<file path="config.mk">
export PLATFORM = sky130hd
export DESIGN_NAME = am_uart_scheduler
export DESIGN_NICKNAME = d
export VERILOG_FILES = /design/src/rtl/am_uart_scheduler.sv
export SDC_FILE = /design/constraint.sdc
export NUM_CORES = 1
export LEC_CHECK = 0
export ABC_AREA = 1
export CAP_MARGIN = 20
export CORE_ASPECT_RATIO = 1.1
export CORE_MARGIN = 2
export CORE_UTILIZATION = 25
export DETAILED_ROUTE_END_ITERATION = 10
export HOLD_SLACK_MARGIN = 0.1
export PLACE_DENSITY = 0.41
export SKIP_CTS_REPAIR_TIMING = 1
export SLEW_MARGIN = 40
export SYNTH_ARGS = -nofsm -noshare
export SYNTH_HDL_FRONTEND = slang
export SYNTH_SLANG_ARGS = --single-unit
</file>
<file path="constraint.sdc">
create_clock -name CLK -period 2.73 [get_ports CLK]
set_input_delay 0.273 -clock CLK [delete_from_list [all_inputs] [get_ports CLK]]
set_output_delay 0.273 -clock CLK [all_outputs]
set_load 0.03 [all_outputs]
</file>
<file path="src/rtl/am_uart_scheduler.sv">
// am_uart_scheduler: captures DEPTH decimated samples per channel on arm, then
// sends one framed packet per channel over a shared UART. The first channel of
// the pair alternates every burst.
// Frame: A5, ID, DEPTH-1, DEPTH data bytes[, SUM].
// Build option AM_SCHED_CHKSUM_EN: when defined, a SUM byte closes each frame.
module am_uart_scheduler #(
  parameter int DEPTH = 16,
  parameter int DECIM = 1
) (
  input  logic       CLK,
  input  logic       RST,
  input  logic       arm,
  input  logic [7:0] ch0_data,
  input  logic       ch0_valid,
  input  logic [7:0] ch1_data,
  input  logic       ch1_valid,
  input  logic       uart_busy,
  output logic [7:0] tx_data,
  output logic       tx_start,
  output logic       busy,
  output logic       done,
  output logic       overrun
);
  localparam int AW = (DEPTH > 1) ? $clog2(DEPTH) : 1;
  localparam int PW = AW + 1;
  localparam logic [PW-1:0] FULL   = PW'(DEPTH);
  localparam logic [PW-1:0] FULLM1 = PW'(DEPTH - 1);
  localparam logic [AW-1:0] LAST   = AW'(DEPTH - 1);
  localparam logic [7:0]    LEN    = 8'(DEPTH - 1);
  localparam logic [7:0]    DCM1   = 8'(DECIM - 1);

  typedef enum logic [3:0] {
    S_IDLE, S_CAPTURE, S_HDR, S_ID, S_LEN, S_DATA,
`ifdef AM_SCHED_CHKSUM_EN
    S_SUM,
`endif
    S_WAIT, S_NEXT
  } state_t;

`ifdef AM_SCHED_CHKSUM_EN
  localparam state_t TAIL = S_SUM;
`else
  localparam state_t TAIL = S_NEXT;
`endif

  state_t        state, state_nxt, ret;
  logic          skip, cur, first_ch, second;
  logic [AW-1:0] idx;
  logic [PW-1:0] wp0, wp1;
  logic [7:0]    dc0, dc1;
  logic [7:0]    mem0 [DEPTH];
  logic [7:0]    mem1 [DEPTH];
  logic [7:0]    byte_cur;
  logic          store0, store1, fin0, fin1, send, burst_end;
`ifdef AM_SCHED_CHKSUM_EN
  logic [7:0]    sum;
`endif

  // Per-channel store decision: first valid sample, then every DECIM-th, until full.
  always_comb begin
    store0 = (state == S_CAPTURE) && ch0_valid && (wp0 != FULL) && (dc0 == 8'd0);
    store1 = (state == S_CAPTURE) && ch1_valid && (wp1 != FULL) && (dc1 == 8'd0);
    // "finished" includes the store happening this cycle so HDR follows the last store directly
    fin0   = (wp0 == FULL) || (store0 && (wp0 == FULLM1));
    fin1   = (wp1 == FULL) || (store1 && (wp1 == FULLM1));
  end

  // Byte to present in each transmit state, and whether it goes out this cycle.
  always_comb begin
    byte_cur = 8'h00;
    send     = 1'b0;
    case (state)
      S_HDR:  begin byte_cur = 8'hA5;                      send = !uart_busy; end
      S_ID:   begin byte_cur = {7'd0, cur};                send = !uart_busy; end
      S_LEN:  begin byte_cur = LEN;                        send = !uart_busy; end
      S_DATA: begin byte_cur = cur ? mem1[idx] : mem0[idx]; send = !uart_busy; end
`ifdef AM_SCHED_CHKSUM_EN
      S_SUM:  begin byte_cur = sum;                        send = !uart_busy; end
`endif
      default: ;
    endcase
  end

  // Final byte of the second frame has drained: done/busy are decided here so
  // they land one cycle after uart_busy falls.
  assign burst_end = (state == S_WAIT) && !skip && !uart_busy && (ret == S_NEXT) && second;

  // Next-state logic.
  always_comb begin
    state_nxt = state;
    case (state)
      S_IDLE:    if (arm) state_nxt = S_CAPTURE;
      S_CAPTURE: if (fin0 && fin1) state_nxt = S_HDR;
      S_HDR, S_ID, S_LEN, S_DATA
`ifdef AM_SCHED_CHKSUM_EN
      , S_SUM
`endif
      :          if (!uart_busy) state_nxt = S_WAIT;
      S_WAIT:    if (!skip && !uart_busy) state_nxt = ret;
      S_NEXT:    state_nxt = second ? S_IDLE : S_HDR;
      default:   state_nxt = S_IDLE;
    endcase
  end

  // State register.
  always_ff @(posedge CLK or posedge RST) begin
    if (RST) state <= S_IDLE;
    else     state <= state_nxt;
  end

  // Write pointers and decimation counters for both channels.
  always_ff @(posedge CLK or posedge RST) begin
    if (RST) begin
      wp0 <= '0; wp1 <= '0; dc0 <= '0; dc1 <= '0;
    end else if (state == S_IDLE && arm) begin
      wp0 <= '0; wp1 <= '0; dc0 <= '0; dc1 <= '0;
    end else if (state == S_CAPTURE) begin
      if (ch0_valid && wp0 != FULL) dc0 <= (dc0 == DCM1) ? 8'd0 : dc0 + 8'd1;
      if (ch1_valid && wp1 != FULL) dc1 <= (dc1 == DCM1) ? 8'd0 : dc1 + 8'd1;
      if (store0) wp0 <= wp0 + PW'(1);
      if (store1) wp1 <= wp1 + PW'(1);
    end
  end

  // Sample buffers; contents need no reset.
  always_ff @(posedge CLK) begin
    if (store0) mem0[wp0[AW-1:0]] <= ch0_data;
    if (store1) mem1[wp1[AW-1:0]] <= ch1_data;
  end

  // Frame sequencing: return state after WAIT, data index, channel order, checksum.
  always_ff @(posedge CLK or posedge RST) begin
    if (RST) begin
      ret      <= S_IDLE;
      skip     <= 1'b0;
      idx      <= '0;
      cur      <= 1'b0;
      second   <= 1'b0;
      first_ch <= 1'b0;
`ifdef AM_SCHED_CHKSUM_EN
      sum      <= 8'h00;
`endif
    end else begin
      if (state == S_IDLE && arm) begin
        cur    <= first_ch;
        second <= 1'b0;
      end
      // WAIT skips its first cycle: the UART has not seen the strobe yet
      if (send)                 skip <= 1'b1;
      else if (state == S_WAIT) skip <= 1'b0;
      if (send) begin
        case (state)
          S_HDR:  ret <= S_ID;
          S_ID:   ret <= S_LEN;
          S_LEN:  ret <= S_DATA;
          S_DATA: ret <= (idx == LAST) ? TAIL : S_DATA;
          default: ret <= S_NEXT;
        endcase
        if (state == S_LEN)  idx <= '0;
        if (state == S_DATA) idx <= idx + AW'(1);
`ifdef AM_SCHED_CHKSUM_EN
        if (state == S_ID)                      sum <= byte_cur;
        if (state == S_LEN || state == S_DATA)  sum <= sum + byte_cur;
`endif
      end
      if (state == S_NEXT && !second) begin
        cur    <= ~cur;
        second <= 1'b1;
      end
      if (burst_end) first_ch <= ~first_ch;
    end
  end

  // Registered outputs.
  always_ff @(posedge CLK or posedge RST) begin
    if (RST) begin
      tx_data  <= 8'h00;
      tx_start <= 1'b0;
      busy     <= 1'b0;
      done     <= 1'b0;
      overrun  <= 1'b0;
    end else begin
      tx_start <= send;
      if (send) tx_data <= byte_cur;
      busy <= (state_nxt != S_IDLE) && !burst_end;
      done <= burst_end;
      if (arm && state != S_IDLE) overrun <= 1'b1;
    end
  end

endmodule

</file>
==> metrics list <==
* Initial Util: 0.252
- In the layout the commonest cells are sky130_fd_sc_hd__edfxtp_1, sky130_fd_sc_hd__nor2_1, sky130_fd_sc_hd__nand2_1, sky130_fd_sc_hd__o21ai_0, sky130_fd_sc_hd__nand3_1.
* Syn Nets: 1,248
- The clock drives 309 sinks.
* Element type at the critical path start: register
- The min-delay analysis places its worst path in the category primary input to asynchronous set/reset pin.
- Across the run, the number of max-cap violations was 0.
- Routed met1 length: between 15 and 20 mm
- The die covers 54,500 um2.
- The later pin in the worst-skew pair is clocked with a latency of about 540 ps.
- The mapped netlist covers 13,200 um2.
* DR WL/cell: 17.9 um
* Slew headroom: 0.484
- Setup repair after global routing left no endpoint under its margin.
- The worst setup path is captured at a register.
- Of the post-synthesis cell area, the dominant cell type holds 0.584.
* Maximum clock frequency: 453 MHz
- Uppermost metal layer occupied by signal nets: met4
- Slack of the worst reg-to-reg path: 520 ps
- Data on the critical path is required at its endpoint by 2960 ps.
* Overall overflow remaining after global route: 0
* Overall routing resource usage: 0.131
- The analysis attributes to cell leakage a power of 5.72 nW.
* DRC viols: 0
- The cell family contributing the most delay on the critical path is simple AND/OR/NAND/NOR gates.
* Reg-to-Reg Start: wp1[0]
* Endpoints failing setup: 0
- Detailed-route wire length: between 30 and 40 mm
- Number of warnings reported in the yosys synthesis log: 0
* First DRT Iteration DRCs: 670
- Vias in the first global route: 8,842
* Sequential element share of the synthesized area: 0.685
* CTS clock-pin slew for the worst setup and hold paths: 60 ps
- Synth-to-layout area growth: 19.5%
* Util after Layout: 0.301
- The first global-routing pass estimated 54.2 mm of wire.
- The number of antenna violations at the first check in global routing is 0.
- The critical path starts at wp1[0].
- After the last flow step, the layout net total stands at 1,324.
- Along the worst path, the maximum fanout reaches 8.
- In this run the power density over the cells is 712 nW/um2.
- Die width: approximately 220 um
* Number of iterations in the first detailed-routing pass: 5
- Std-Cell Rows: 88
* CTS max path bufs: 3
- Maximum number of pins on one net before global-route repair: 79
* Inserted Clock Buffers: 37
- IO buf count: 33
- For this block, the via count after detailed routing is 8,824.
- Final hold violations: 0
* Highest ir drop seen on vdd: 0.356 mV
- In the detailed route, the total length drawn on met3 is 1.28 mm.
- The cell count after synthesis came out at 1,211.
- Yosys top cell by area: sky130_fd_sc_hd__edfxtp_1
- Summed over all nets, the half-perimeter wirelength after detailed placement is 23.1 mm.
* Largest cells by area after synthesis: sky130_fd_sc_hd__edfxtp_1, sky130_fd_sc_hd__dfrtp_1, sky130_fd_sc_hd__nor2_1
- Unique cell type count in the Yosys netlist: 37
* Buffer cell driving the clock tree root: sky130_fd_sc_hd__clkbuf_16
- The library cell used most frequently in the layout, excluding fill and tap cells, is sky130_fd_sc_hd__edfxtp_1.
- The slowest stage of the critical path belongs to the cell sky130_fd_sc_hd__dfrtp_1.
* Worst-case reg-to-reg path depth: 10
- Max Transition Viols Final: 0
* CTS tree: yes
- Traced cell by cell, the critical path runs through inv_1 > ha_1 > nand2_1 > nor2_1 > nor2_4 > nand2_2 > inv_1 > nand2_1 > nor2_1 > buf_4.
- The die is roughly 240 um tall.
* Routability congestion estimate: ~0.80
* Routed length on met2: roughly 17 mm
- In this run the count of I/O pins placed on the die edge is 34.
- Setup TNS: 0 ps
- The core region is 52,300 um2.
* Fin Clk Skew: 23.5 ps
- Dividing the final minimum period by the clock period gives 0.808.
- At the pin with the least slew margin, the transition time is 771 ps.
* Endpoint arrival time on the critical path: around 2400 ps
- Share of final-layout standard cells stronger than drive strength 1: 0.0983
* Final Critical Period: between 2000 and 2500 ps
- In this run the remaining antenna-violating nets after routing total 0.
* Per-cell via count in the routed design: between 4 and 5
* Clock H-tree levels: 2
- The layout has 5,310 filler cells.
- Diodes inserted: 0
- Total of flip-flops plus latches after synthesis: 309
* Result of the run: completed
- Syn_area_per_cell: 10.9 um2
* Critical path class: register to register
* Number of buffers and inverters on the critical path: 3
* Slowest cell delay on critical path: about 400 ps
- Capture instance of the worst register-to-register path: mem1[11][1]
worst max-delay path by stage:
stage          cells after the start           to  slack (ps)
6_report                          10  mem1[11][1]         520
5_1_grt                           10   mem0[5][0]         310
4_1_cts                           10   mem0[5][4]         510
3_5_place_dp                       8   mem1[1][2]         500
3_3_place_gp                       8   mem1[1][2]         510
2_1_floorplan                      9   mem1[1][0]         710
per-layer routing:
metal  up-vias  GRT usage
met3        62     0.0182
met4         0     0.0436
met1      4278      0.173
met5         -          0
met2       154      0.220
li1       4330          -
state kept, by name, indices dropped and copies added, names as in the netlist:
signal and cells:
tx_start 1, tx_data 8, idx 4, wp1 5, mem0 128, dc0 8, wp0 5, second 1
cur 1, mem1 128, done 1, skip 1, ret 3, overrun 1, dc1 8, busy 1
first_ch 1, state 4
synthesized netlist by cell type (all sizes together):
cell     instances
a211oi           2
a21oi           30
a22oi            1
a31oi            2
buf             27
clkbuf          25
clkinv           6
conb             1
dfrtp           53
edfxtp         256
ha              15
inv             60
nand2          218
nand3          116
nand3b           2
nand4            7
nor2           233
nor3             5
nor4             2
o2111ai          1
o211ai           9
o21ai          120
o22ai            8
o31ai            1
or2              2
xor2             9
cell type report:
class | count | area, um2 | area share
clock inverters | 13 | 135 | 0.00859
repair buffers | 89 | 816 | 0.0518
clock buffers | 51 | 1010 | 0.0641
well taps | 675 | 845 | 0.0537
flip-flops and latches | 309 | 9020 | 0.573
inverters | 66 | 249 | 0.0158
multi-input cells | 784 | 3660 | 0.233
logic make-up after synthesis:
family,share of synthesized area
AND/OR/NAND/NOR,0.188
flip-flops,0.685
AO/OA/AOI/OAI,0.0698
buffers and inverters,0.0372
other,0.000285
XOR/XNOR,0.00599
adder cells (fa/ha/maj),0.0143
stage by stage:
step / hold WS [ps] / area (um2) / total power, mW / worst slack, ps / cells
3_5_place_dp: 464 / 14600 / 6.63 / 499 / 1923
6_report: 127 / 15700 / 11.2 / 524 / 1987
2_1_floorplan: 372 / 13200 / 6.10 / 711 / 1211
3_3_place_gp: 447 / 14600 / 6.63 / 510 / 1923
5_1_grt: 177 / 15700 / 11.7 / 308 / 1987
4_1_cts: 141 / 15700 / 11.4 / 511 / 1987
where the power goes:
group / total [mW] / internal [mW] / switching [mW]
sequential: 5.28 / 5.21 / 0.0700
combinational: 1.22 / 0.391 / 0.830
clock: 4.71 / 2.77 / 1.93
total: 11.2 / 8.38 / 2.83
No activity file was read; power rests on OpenSTA's default activity.
